File: src/rtl/mon_chain_sched.sv
// Sequencer for a daisy chain of I/Q monitor slices: sample strobe generation,
// tail capture into a shadow bank, and banked frame handoff to the host.
module mon_chain_sched #(
  parameter int rwi   = 28,
  parameter int nchan = 8,
  parameter int aw    = 3,
  parameter int cw    = 12
) (
  input  logic           clk,
  input  logic           rst_n,
  input  logic           enable,
  input  logic [cw-1:0]  cic_period,
  output logic           samp,
  output logic [rwi-1:0] s_head,
  output logic           g_head,
  input  logic [rwi-1:0] s_tail,
  input  logic           g_tail,
  output logic           frame_rdy,
  input  logic           frame_ack,
  input  logic [aw-1:0]  raddr,
  output logic [rwi-1:0] rdata,
  output logic [7:0]     overrun,
  output logic           err_short,
  input  logic           err_clr
);

  localparam logic [1:0] IDLE = 2'd0;
  localparam logic [1:0] LOAD = 2'd1;
  localparam logic [1:0] RUN  = 2'd2;

  localparam int ww = $clog2(nchan + 1);
  localparam logic [ww-1:0] wfull = ww'(nchan);
  localparam logic [ww-1:0] wlast = ww'(nchan - 1);
  localparam logic [cw-1:0] pmin  = cw'(nchan + 3);

  logic [1:0]     state_reg;
  logic [cw-1:0]  pcnt_reg;
  logic [ww-1:0]  wcnt_reg;
  logic [rwi-1:0] shadow_reg [nchan];
  logic [rwi-1:0] bank_reg   [nchan];

  logic [cw-1:0] period_next;
  logic          capture;
  logic          frame_done;
  logic          commit;
  logic          drop;
  logic          short_frame;

  assign s_head = '0;
  assign g_head = 1'b0;

  // The period floor leaves room for a full frame of tail words between strobes.
  assign period_next = (cic_period < pmin) ? pmin : cic_period;
  assign samp        = (state_reg == RUN) && (pcnt_reg == '0);
  assign capture     = (state_reg == RUN) && enable && !samp && g_tail && (wcnt_reg < wfull);
  assign frame_done  = capture && (wcnt_reg == wlast);
  assign commit      = frame_done && (!frame_rdy || frame_ack);
  assign drop        = frame_done && frame_rdy && !frame_ack;
  assign short_frame = samp && (wcnt_reg != '0) && (wcnt_reg < wfull);

  always_ff @(posedge clk or negedge rst_n) begin
    if (!rst_n) begin
      state_reg <= IDLE;
      pcnt_reg  <= '0;
    end else if (!enable) begin
      state_reg <= IDLE;
    end else begin
      case (state_reg)
        IDLE: state_reg <= LOAD;
        LOAD: begin
          pcnt_reg  <= period_next;
          state_reg <= RUN;
        end
        RUN:     pcnt_reg <= (pcnt_reg == '0) ? period_next : pcnt_reg - 1'b1;
        default: state_reg <= IDLE;
      endcase
    end
  end

  always_ff @(posedge clk or negedge rst_n) begin
    if (!rst_n) begin
      wcnt_reg <= '0;
    end else if (!enable || (state_reg != RUN) || samp) begin
      wcnt_reg <= '0;
    end else if (capture) begin
      wcnt_reg <= wcnt_reg + 1'b1;
    end
  end

  generate
    for (genvar gi = 0; gi < nchan; gi++) begin : g_word
      always_ff @(posedge clk or negedge rst_n) begin
        if (!rst_n) begin
          shadow_reg[gi] <= '0;
        end else if (capture && (wcnt_reg == ww'(gi))) begin
          shadow_reg[gi] <= s_tail;
        end
      end

      // The last word bypasses the shadow so the whole frame lands in one cycle.
      always_ff @(posedge clk or negedge rst_n) begin
        if (!rst_n) begin
          bank_reg[gi] <= '0;
        end else if (commit) begin
          if (gi == nchan - 1) bank_reg[gi] <= s_tail;
          else                 bank_reg[gi] <= shadow_reg[gi];
        end
      end
    end
  endgenerate

  always_ff @(posedge clk or negedge rst_n) begin
    if (!rst_n) begin
      frame_rdy <= 1'b0;
    end else if (commit) begin
      frame_rdy <= 1'b1;
    end else if (frame_ack) begin
      frame_rdy <= 1'b0;
    end
  end

  always_ff @(posedge clk or negedge rst_n) begin
    if (!rst_n) begin
      overrun   <= '0;
      err_short <= 1'b0;
    end else if (err_clr) begin
      overrun   <= '0;
      err_short <= 1'b0;
    end else begin
      if (drop && (overrun != 8'hFF)) overrun <= overrun + 8'd1;
      if (short_frame) err_short <= 1'b1;
    end
  end

  always_ff @(posedge clk or negedge rst_n) begin
    if (!rst_n) begin
      rdata <= '0;
    end else if (32'(raddr) < nchan) begin
      rdata <= bank_reg[raddr];
    end else begin
      rdata <= '0;
    end
  end

endmodule
File: config.mk
export PLATFORM = sky130hd
export DESIGN_NAME = mon_chain_sched
export DESIGN_NICKNAME = d
export VERILOG_FILES = /design/src/rtl/mon_chain_sched.sv
export SDC_FILE = /design/constraint.sdc
export NUM_CORES = 1
export LEC_CHECK = 0
export CAP_MARGIN = 15
export CELL_PAD_IN_SITES_DETAIL_PLACEMENT = 0
export CELL_PAD_IN_SITES_GLOBAL_PLACEMENT = 2
export CORE_MARGIN = 5
export CORE_UTILIZATION = 37
export DETAILED_ROUTE_END_ITERATION = 10
export PLACE_DENSITY_LB_ADDON = 0.1
export SLEW_MARGIN = 40
export SYNTH_ARGS = -nofsm -noshare
export SYNTH_HDL_FRONTEND = slang
export SYNTH_SLANG_ARGS = --single-unit
export TNS_END_PERCENT = 1
File: constraint.sdc
create_clock -name clk -period 3.96 [get_ports clk]
set_input_delay 0.594 -clock clk [delete_from_list [all_inputs] [get_ports clk]]
set_output_delay 0.594 -clock clk [all_outputs]
set_load 0.03 [all_outputs]
== After elaboration in Yosys (flattened, before gate mapping) ==
Cells that the tools add are included.
Word-level totals
  memories: 0
  bits in writable memories: 0
  word-level logic and storage cells: 93
  input port bits: 49
  latch bits: 0
  register bits: 476
  ROM bits: 0
Cells by class
  reductions and logical operators: 36
  mux-type cells: 16
  add/sub/neg operators: 3
  magnitude comparators: 3
  bitwise gates (word level): 1
  div/mod/pow operators: 0
  shift operators: 0
  multiply operators: 0
  eq/ne operators: 12
Operators by type and width (count)
  binary-select mux 28 bit (select 3 bit): 1
  2-to-1 mux 28 bit: 2
  2-to-1 mux 12 bit: 2
  case mux 12 bit (2 select lines): 1
  logical AND 1 bit: 19
  == test 4 x 3 -> 1 bit, second input constant: 4
  2-to-1 mux 8 bit: 2
  logical NOT 12 bit: 1
  less-than comparator 12 x 4 -> 1 bit, second input constant: 1
  subtractor 12 x 1 -> 12 bit, second input constant: 1
  nonzero test 2 bit: 5
  adder 8 x 1 -> 8 bit, second input constant: 1
  == test 4 x 2 -> 1 bit, second input constant: 2
  2-to-1 mux 4 bit: 2
  inequality test 8 bit, second input constant: 1
  case mux 2 bit (3 select lines): 1
  adder 4 x 1 -> 4 bit, second input constant: 1
  == test 4 x 1 -> 1 bit, second input constant: 1
  >= comparator 4 bit, second input constant: 1
  logical NOT 1 bit: 4
  logical NOT 4 bit: 1
  less-than comparator 4 bit, second input constant: 1
  2-to-1 mux 1 bit: 4
  inequality test 2 bit, second input constant: 2
  other kinds (8): 10

== Depth between registers and ports, before layout ==
Gate-level depths: netlist of the first run.
  depth in word-level cells: 12
  gate-level depth with buffers: 9
  mapped depth without buffers: 7

== Worst setup path before layout of the first run ==
OpenSTA, ideal clock, no wires.
  path kind: input port to flip-flop
  from: input port raddr[0]
  to: register rdata[0]
  cell stages on the path: 4
  arrival: 2.135 ns
  setup slack: 1.701 ns
  setup time: 0.125 ns
  buffers on the path: 2
  cell sequence: clkbuf_1 -> buf_2 -> mux4_2 -> mux2_2
Between the ends
  longest elaborated chain between the ends: 4
RTL lines
  from (decl): line 20  | input logic [aw-1:0] raddr,
  NOT 3 -> 4 bit (not written as such): line 139  | rdata <= bank_reg[raddr];
  binary-select mux 28 bit (select 3 bit): line 139
  2-to-1 mux 28 bit (not written as such) (2 in series): line 139
  to (signal assigned): line 139
  to (decl): line 21  | output logic [rwi-1:0] rdata,
Every way passes these cells. The select of a mux whose other input is x is not followed.
A chain may end at the register's enable or synchronous reset.

== Worst setup path in the final report of the first run ==
  from: register pcnt_reg[2]
  to: output port samp
Between the ends
  longest elaborated chain between the ends: 2
RTL lines
  from (decl): line 37  | logic [cw-1:0] pcnt_reg;
  from (signal assigned): line 71  | pcnt_reg <= period_next;
  from (signal assigned): line 74  | RUN: pcnt_reg <= (pcnt_reg == '0) ? period_next : pcnt_reg - 1'b1;
  logical NOT 12 bit: line 54  | assign samp = (state_reg == RUN) && (pcnt_reg == '0);
  logical AND 1 bit: line 54
  to (decl): line 13  | output logic samp,
Every way passes these cells.

==> qor.json, run 1 <==
{
  "status": {"value": "finished, final reports clean"},
  "synth_enable_flop_cells": {"value": 0},
  "placed_cells": {"value": 1980},
  "critPathCaptureType": {"value": "output pin"},
  "fin_ws": {"value": 0.671, "unit": "ns"},
  "timing.slew.headroom": {"value": 48.1, "unit": "%"},
  "final_layout_size_suffix_gt1_share": {"value": 34.5, "unit": "%"},
  "worstSkewPairLatency": {"value": 0.59, "unit": "ns"},
  "drt.antenna.violating_nets": {"value": 0},
  "hold_class": {"value": "reg2reg"},
  "netlist-cell-type-count": {"value": 47},
  "cts_tree": {"value": "yes"},
  "worstSetupStartpoint": {"value": "pcnt_reg[2]"},
  "grt_pass1_vias": {"value": 11600},
  "met3RoutedLength": {"value": 1310, "unit": "µm"},
  "post-cts-setup-buffer-count": {"value": 0},
  "arrival": {"value": 2.70, "unit": "ns"},
  "cts_resized": {"value": 0},
  "top_metal_used": {"value": "met4"},
  "aggregate_global_routing_overflow": {"value": 0},
  "pre_cts_setup_slack": {"value": 0.536, "unit": "ns"},
  "pwr_density_cell": {"value": 470, "unit": "nW/µm²"},
  "synth.yosys.seq_area_share": {"value": 60.1, "unit": "%"},
  "global_route_wire_length_before_repair": {"value": 68100, "unit": "µm"},
  "htreeDepth": {"value": 2},
  "clock_tree.buffer_depth": {"value": 3},
  "async_reset_ff_share": {"value": 100, "unit": "%"},
  "maximum_operating_frequency": {"value": 304, "unit": "MHz"},
  "dp.final_hpwl": {"value": 23600, "unit": "µm"},
  "routed_wirelength": {"value": 42000, "unit": "µm"},
  "final-max-slew-violation-count": {"value": 0},
  "cts_root_buffer": {"value": "sky130_fd_sc_hd__clkbuf_16"},
  "hold_viol": {"value": 0},
  "met2RoutedLength": {"value": 20300, "unit": "µm"},
  "syn_area_per_cell": {"value": 16.0, "unit": "µm²"},
  "number_of_register_bits_inferred_by_synthesis": {"value": 476},
  "clock_sink_count": {"value": 476},
  "worst_r2r_path_depth": {"value": 9},
  "core_area": {"value": 52800, "unit": "µm²"},
  "initialDrtViolationCount": {"value": 456},
  "worst-slew-pin-transition": {"value": 0.778, "unit": "ns"},
  "clk_pin_slew": {"value": 0.06, "unit": "ns"},
  "place.port_buffers": {"value": 87},
  "p_leak": {"value": 11.6, "unit": "nW"},
  "r2r-start": {"value": "pcnt_reg[0]"},
  "grt.total_usage": {"value": 14.9, "unit": "%"},
  "num_rows": {"value": 84},
  "critPathKind": {"value": "reg2out"},
  "vdd.ir_drop.worst": {"value": 0.320, "unit": "mV"},
  "postSynth.topFlopCell": {"value": "sky130_fd_sc_hd__dfrtp_1"},
  "largest_net_degree_at_the_start_of_global_routing": {"value": 96},
  "cts_hold_buf": {"value": 1},
  "via_count": {"value": 10500},
  "wl_per_cell": {"value": 20.2, "unit": "µm"},
  "fp.dieH": {"value": 241, "unit": "µm"},
  "vias_per_cell": {"value": 5.05},
  "first_pass_iters": {"value": 4},
  "initial_core_util": {"value": 37.5, "unit": "%"},
  "rsz0062_at_grt": {"value": "no"},
  "syn-instance-count": {"value": 1238},
  "finalHoldWorstSlack": {"value": 0.472, "unit": "ns"},
  "final_total_negative_setup_slack": {"value": 0, "unit": "ns"},
  "critical_path.endpoint": {"value": "samp"},
  "setup_viol": {"value": 0},
  "critPathSlowestCell": {"value": "sky130_fd_sc_hd__clkdlybuf4s50_1"},
  "areaGrowthSynthToFinish": {"value": 17.8, "unit": "%"},
  "crit_path_max_incr_delay": {"value": 0.68, "unit": "ns"},
  "reg2reg_to": {"value": "bank_reg[152]"},
  "final_nets": {"value": 1407},
  "critPathRequiredTime": {"value": 3.37, "unit": "ns"},
  "launch_instance_of_the_worst_min_delay_path": {"value": "shadow_reg[81]"},
  "tritoncts_buffers": {"value": 53},
  "setup.reg_to_reg.worst_slack": {"value": 0.99, "unit": "ns"},
  "final_cells": {"value": 2078},
  "gp_congestion": {"value": 0.709},
  "width_of_the_die": {"value": 241, "unit": "µm"},
  "design.die.area": {"value": 58300, "unit": "µm²"},
  "timing.final.crit_share": {"value": 83.1, "unit": "%"},
  "antenna_found_initial": {"value": 2},
  "top_level_ports": {"value": 117},
  "cp_cell_sequence": {"value": "nor4_2, and4_4, and2_1, clkdlybuf4s50_1"},
  "crit_fanout": {"value": 5},
  "final.min_clock_period": {"value": 3.29, "unit": "ns"},
  "met1Wirelength": {"value": 19500, "unit": "µm"},
  "flip_flop_count_of_the_largest_register_all_copies_and_words_added": {"value": 224},
  "synth.yosys.warnings": {"value": 0},
  "post_synth_instance_area": {"value": 19800, "unit": "µm²"},
  "clock-skew-final": {"value": 0.0133, "unit": "ns"},
  "maxCapViolCount": {"value": 0},
  "drc": {"value": 0},
  "start_kind": {"value": "flip-flop"}
}
==> power by group <==
group	internal, mW	total (mW)	switching (mW)
clock network	3.11	5.08	1.97
registers	5.08	5.22	0.144
logic	0.284	0.669	0.385
total	8.47	11.0	2.50
==> layout by cell type, fill, tap and decap left out, types with 2 or more instances in the layout <==
cell type	instances
sky130_fd_sc_hd__nand3_1	6
sky130_fd_sc_hd__nor2_1	26
sky130_fd_sc_hd__nor4b_1	2
sky130_fd_sc_hd__clkbuf_1	7
sky130_fd_sc_hd__nor4_4	2
sky130_fd_sc_hd__nand2b_1	2
sky130_fd_sc_hd__a21oi_1	17
sky130_fd_sc_hd__a31oi_1	4
sky130_fd_sc_hd__a21o_1	2
sky130_fd_sc_hd__o21ai_0	13
sky130_fd_sc_hd__and3_1	4
sky130_fd_sc_hd__mux2_2	289
sky130_fd_sc_hd__nand4_1	2
sky130_fd_sc_hd__clkinv_2	12
sky130_fd_sc_hd__nand2_1	10
sky130_fd_sc_hd__clkdlybuf4s50_1	83
sky130_fd_sc_hd__and2_1	2
sky130_fd_sc_hd__o22a_1	5
sky130_fd_sc_hd__nor4_1	6
sky130_fd_sc_hd__ha_1	10
sky130_fd_sc_hd__mux4_2	56
sky130_fd_sc_hd__conb_1	29
sky130_fd_sc_hd__nor3_1	7
sky130_fd_sc_hd__xnor2_1	6
sky130_fd_sc_hd__nor2b_1	4
sky130_fd_sc_hd__buf_6	2
sky130_fd_sc_hd__buf_4	16
sky130_fd_sc_hd__mux2_1	160
sky130_fd_sc_hd__inv_1	10
sky130_fd_sc_hd__o21a_1	3
sky130_fd_sc_hd__dfrtp_1	476
sky130_fd_sc_hd__clkbuf_8	16
sky130_fd_sc_hd__mux2i_1	3
sky130_fd_sc_hd__nand2_2	7
sky130_fd_sc_hd__bufinv_16	5
sky130_fd_sc_hd__buf_12	11
sky130_fd_sc_hd__clkbuf_16	54
==> final cells by class <==
| class | count | area, µm² |
|---|---|---|
| clock buffer | 77 | 1600 |
| fill | 4724 | 29400 |
| tap | 688 | 861 |
| sequential | 476 | 11900 |
| antenna | 1 | 2.50 |
| timing repair buffer | 115 | 1220 |
| clock inverter | 19 | 234 |
| multi-input combinational | 692 | 7460 |
| inverter | 10 | 37.5 |
==> synthesized netlist by cell type, types with 2 or more instances <==
cell,instances,area [µm²]
sky130_fd_sc_hd__nor2_1,26,97.6
sky130_fd_sc_hd__ha_1,10,125
sky130_fd_sc_hd__mux4_2,56,1260
sky130_fd_sc_hd__xnor2_1,6,52.6
sky130_fd_sc_hd__nor3_1,7,35.0
sky130_fd_sc_hd__clkbuf_1,14,52.6
sky130_fd_sc_hd__dfrtp_1,476,11900
sky130_fd_sc_hd__and3_1,4,25.0
sky130_fd_sc_hd__buf_1,2,7.51
sky130_fd_sc_hd__nand2_2,7,43.8
sky130_fd_sc_hd__nor2b_1,4,25.0
sky130_fd_sc_hd__and2_1,2,12.5
sky130_fd_sc_hd__nand2b_1,2,12.5
sky130_fd_sc_hd__mux2_1,160,1800
sky130_fd_sc_hd__nor4_4,2,42.5
sky130_fd_sc_hd__buf_2,36,180
sky130_fd_sc_hd__o22a_1,5,43.8
sky130_fd_sc_hd__nor4b_1,2,17.5
sky130_fd_sc_hd__a21oi_1,17,85.1
sky130_fd_sc_hd__buf_4,36,270
sky130_fd_sc_hd__a21o_1,2,15.0
sky130_fd_sc_hd__nor4_1,6,37.5
sky130_fd_sc_hd__nand4_1,2,12.5
sky130_fd_sc_hd__a31oi_1,4,25.0
sky130_fd_sc_hd__mux2_2,289,3250
sky130_fd_sc_hd__mux2i_1,3,30.0
sky130_fd_sc_hd__nand2_1,10,37.5
sky130_fd_sc_hd__o21a_1,3,22.5
sky130_fd_sc_hd__nand3_1,6,30.0
sky130_fd_sc_hd__inv_1,10,37.5
sky130_fd_sc_hd__o21ai_0,13,65.1
==> stage by stage <==
step,util (%),total power [mW],cell area (µm²)
after floorplan,-,5.68,19900
after global placement,40.7,5.98,21500
after detailed placement,40.7,6.00,21500
after CTS,44.2,11.2,23300
after global routing,44.2,11.5,23300
final,44.2,11.0,23300
==> logic make-up after synthesis <==
| group | count (synthesis) | synth area share (%) |
|---|---|---|
| muxes | 508 | 32.0 |
| DFF | 476 | 60.1 |
| buffers and inverters | 98 | 2.77 |
| and+or+nand+nor | 89 | 2.58 |
| AOI/OAI and AO/OA | 50 | 1.57 |
| adders and majority gates | 10 | 0.632 |
| xor gates and xnor gates | 6 | 0.265 |
| other | 1 | 0.0189 |
==> worst max-delay path, delay by kind of cell, from the launching register on <==
family                 cells  cell delay (ns)
buffers and inverters      1             0.68
flip-flops                 1             0.42
AND/OR/NAND/NOR            3             1.02
==> routing by layer <==
layer  vias to the layer above  GRT usage, %
li1                       4702             -
met1                      5605          20.5
met2                       127          24.5
met3                        54          2.66
met4                         0          4.15
met5                         -             0
==> how the worst min path moves through the flow <==
stage	endpoint	cells past startpoint
2_1_floorplan	bank_reg[0]	0
3_3_place_gp	bank_reg[163]	1
3_5_place_dp	bank_reg[171]	1
4_1_cts	state_reg[1]	2
5_1_grt	bank_reg[63]	1
6_report	bank_reg[81]	1
Power figures use the tool's default switching activity.
==> run 2: changes to the inputs <==
==> constraint.sdc (replaced) <==
create_clock -name clk -period 3 [get_ports clk]
set_input_delay 0.45 -clock clk [delete_from_list [all_inputs] [get_ports clk]]
set_output_delay 0.45 -clock clk [all_outputs]
set_load 0.03 [all_outputs]
==> run 2 against run 1 <==
Net effect: critical path depth up 2; routed wire length up 1.2%; non-clock buffer count grew 23; sequential cell count unchanged; total power increased by 32%; first-iteration DRC count is 17% lower; design area up 1.1%; critical path type unchanged; clock skew up 0.0030 ns; largest cell class unchanged.
==> qor.json, run 2 (synthesized netlist as in run 1, its figures left out) <==
{
  "initial_core_util": {"value": 37.5, "unit": "%", "change": "unchanged"},
  "status": {"value": "finished, final reports clean"},
  "wl_per_cell": {"value": 20.2, "unit": "µm", "change": "+0.14%"},
  "areaGrowthSynthToFinish": {"value": 19.0, "unit": "%"},
  "via_count": {"value": 10600, "change": "+0.74%"},
  "worst-slew-pin-transition": {"value": 0.723, "unit": "ns", "change": "-0.0552 ns"},
  "setup.reg_to_reg.worst_slack": {"value": 0.45, "unit": "ns", "change": "-0.54 ns"},
  "width_of_the_die": {"value": 241, "unit": "µm", "change": "unchanged"},
  "start_kind": {"value": "flip-flop"},
  "final_layout_size_suffix_gt1_share": {"value": 35.0, "unit": "%", "change": "+0.53 points"},
  "drt.antenna.violating_nets": {"value": 0, "change": "unchanged"},
  "cp_cell_sequence": {"value": "inv_1, ha_1, nor2b_1, and4_4, and2_1, dlygate4sd2_1"},
  "crit_path_max_incr_delay": {"value": 0.42, "unit": "ns", "change": "-0.26 ns"},
  "final_total_negative_setup_slack": {"value": 0, "unit": "ns", "change": "unchanged"},
  "crit_fanout": {"value": 5, "change": "unchanged"},
  "place.port_buffers": {"value": 87, "change": "unchanged"},
  "initialDrtViolationCount": {"value": 378, "change": "-17%"},
  "arrival": {"value": 2.32, "unit": "ns", "change": "-0.38 ns"},
  "aggregate_global_routing_overflow": {"value": 0, "change": "unchanged"},
  "timing.final.crit_share": {"value": 92.2, "unit": "%"},
  "totalPowerFinal": {"value": 14.4, "unit": "mW", "change": "+32%"},
  "worst_path_dominant_cell_family": {"value": "simple AND/OR/NAND/NOR gates"},
  "maximum_operating_frequency": {"value": 361, "unit": "MHz"},
  "critPathCaptureType": {"value": "output pin"},
  "tritoncts_buffers": {"value": 53, "change": "unchanged"},
  "setup_viol": {"value": 0, "change": "unchanged"},
  "maxCapViolCount": {"value": 0, "change": "unchanged"},
  "antenna_found_initial": {"value": 2, "change": "unchanged"},
  "core_area": {"value": 52800, "unit": "µm²", "change": "unchanged"},
  "hold_viol": {"value": 0, "change": "unchanged"},
  "global_route_wire_length_before_repair": {"value": 68300, "unit": "µm", "change": "+0.27%"},
  "design.die.area": {"value": 58300, "unit": "µm²", "change": "unchanged"},
  "dp.final_hpwl": {"value": 25300, "unit": "µm", "change": "+7.5%"},
  "fillCellCount": {"value": 4734, "change": "+0.21%"},
  "clock-skew-final": {"value": 0.0163, "unit": "ns", "change": "+0.00298 ns"},
  "critPathRequiredTime": {"value": 2.55, "unit": "ns", "change": "-0.82 ns"},
  "rsz0062_at_grt": {"value": "no"},
  "final-max-slew-violation-count": {"value": 0, "change": "unchanged"},
  "grt.met2_usage": {"value": 23.7, "unit": "%", "change": "-0.80 points"},
  "met1_usage": {"value": 21.4, "unit": "%", "change": "+0.86 points"},
  "grt_use_met3": {"value": 3.26, "unit": "%", "change": "+0.59 points"},
  "gp_congestion": {"value": 0.700, "change": "-1.2%"},
  "first_pass_iters": {"value": 4, "change": "unchanged"},
  "combPwrFrac": {"value": 6.4, "unit": "%", "change": "+0.3 points"},
  "post-route-util": {"value": 44.7, "unit": "%", "change": "+0.47 points"},
  "largest_net_degree_at_the_start_of_global_routing": {"value": 78, "change": "-19%"},
  "num_rows": {"value": 84, "change": "unchanged"},
  "grt_pass1_vias": {"value": 11500, "change": "-0.96%"},
  "critPathSlowestCell": {"value": "sky130_fd_sc_hd__dfrtp_1"},
  "clk_pin_slew": {"value": 0.06, "unit": "ns", "change": "about the same"},
  "vias_per_cell": {"value": 5.03, "change": "-0.36%"},
  "power.share.sequential": {"value": 47.8, "unit": "%", "change": "+0.2 points"},
  "final_cell_mix": {"value": "476 x sky130_fd_sc_hd__dfrtp_1, 289 x sky130_fd_sc_hd__mux2_2, 160 x sky130_fd_sc_hd__mux2_1"},
  "final.min_clock_period": {"value": 2.77, "unit": "ns"},
  "htreeDepth": {"value": 2, "change": "unchanged"},
  "proportion_of_power_drawn_by_the_clock_network": {"value": 45.8, "unit": "%", "change": "-0.5 points"},
  "clock_tree.buffer_depth": {"value": 3, "change": "unchanged"},
  "timing.slew.headroom": {"value": 51.8, "unit": "%", "change": "+3.7 points"},
  "power.net_switching": {"value": 3.29, "unit": "mW", "change": "+32%"},
  "top_level_ports": {"value": 117, "change": "unchanged"},
  "gr-max-usage-layer": {"value": "met2"},
  "fp.dieH": {"value": 241, "unit": "µm", "change": "unchanged"},
  "final_nets": {"value": 1430, "change": "+1.6%"},
  "internal-power": {"value": 11.1, "unit": "mW", "change": "+31%"},
  "post-cts-setup-buffer-count": {"value": 0, "change": "unchanged"},
  "routed_wirelength": {"value": 42500, "unit": "µm", "change": "+1.2%"},
  "clock_sink_count": {"value": 476, "change": "unchanged"},
  "cts_root_buffer": {"value": "sky130_fd_sc_hd__clkbuf_16"},
  "cts_tree": {"value": "yes"},
  "grt.total_usage": {"value": 15.0, "unit": "%", "change": "+0.061 points"},
  "crit_buf_inv": {"value": 2, "change": "+1"},
  "drc": {"value": 0, "change": "unchanged"},
  "worstSkewPairLatency": {"value": 0.59, "unit": "ns", "change": "about the same"},
  "power_switching_share": {"value": 22.8, "unit": "%", "change": "+0.063 points"},
  "vdd.ir_drop.worst": {"value": 0.395, "unit": "mV", "change": "+23%"},
  "leading_cell_type_in_the_layout_fill_and_taps_excluded": {"value": "sky130_fd_sc_hd__dfrtp_1"},
  "flip_flop_count_of_the_largest_register_all_copies_and_words_added": {"value": 224, "change": "unchanged"},
  "p_leak": {"value": 11.7, "unit": "nW", "change": "+1.1%"},
  "hold_class": {"value": "in2async"},
  "critPathKind": {"value": "reg2out"},
  "pwr_density_cell": {"value": 612, "unit": "nW/µm²", "change": "+30%"}
}
run 2: cell count changes in the layout (fill, tap and decap cells not counted), moves of 2 or more:
cell                       previous run  this run
sky130_fd_sc_hd__buf_12              11        21
sky130_fd_sc_hd__buf_4               16        31
sky130_fd_sc_hd__buf_6                2         0
sky130_fd_sc_hd__clkbuf_1             7        15
sky130_fd_sc_hd__clkbuf_8            16        14
sky130_fd_sc_hd__clkinv_2            12         6
run 2: layout make-up:
class                           instances  area (µm²)  area share (%)
Sequential cell                       476       11900            50.5
Tap cell                              688         861            3.65
Inverter                               10        37.5           0.159
Timing Repair Buffer                  138        1510            6.42
Antenna cell                            2        5.00          0.0212
Multi-Input combinational cell        692        7470            31.7
Clock buffer                           84        1630            6.89
Clock inverter                         11         159           0.674
run 2: worst paths after layout:
check                                     from        endpoint  depth (start not counted)
max in group asynchronous                rst_n  shadow_reg[68]                          3
min in group clk                shadow_reg[70]    bank_reg[70]                          1
worst max-delay path               pcnt_reg[0]            samp                          6
worst min register to register  shadow_reg[70]    bank_reg[70]                          1
worst min-delay path                     rst_n     pcnt_reg[5]                          2
worst max register to register     pcnt_reg[0]   bank_reg[194]                          9
run 2: per-layer routing:
metal  share of wire [%]  vias up
li1                    -     4742
met1                  48     5637
met2                  47      127
met3                 3.6       60
met4                 1.8        0
met5                   0        -
run 2: what timing repair did:
action	4_1_cts	5_1_grt
hold buffers	1	0
hold endpoints to repair	63	0
gates resized for setup	1	0
setup endpoints to repair	1	0
run 2: through the flow:
step / setup slack, ns / area [µm²] / hold WS (ns) / std cells
6_report: 0.233 / 23600 / 0.433 / 2101
2_1_floorplan: 0.746 / 19900 / 0.154 / 1266
3_5_place_dp: 0.294 / 21800 / 0.465 / 2003
4_1_cts: 0.168 / 23600 / 0.469 / 2099
5_1_grt: 0.0579 / 23600 / 0.476 / 2099
3_3_place_gp: 0.335 / 21800 / 0.459 / 2003
run 2: power groups by stage:
stage	Sequential, mW	Clock, mW	Combinational [mW]
5_1_grt	6.92	7.12	1.03
3_5_place_dp	7.00	0	0.944
4_1_cts	6.89	6.86	0.947
6_report	6.89	6.61	0.924
3_3_place_gp	7.00	0	0.936
2_1_floorplan	6.94	0	0.553
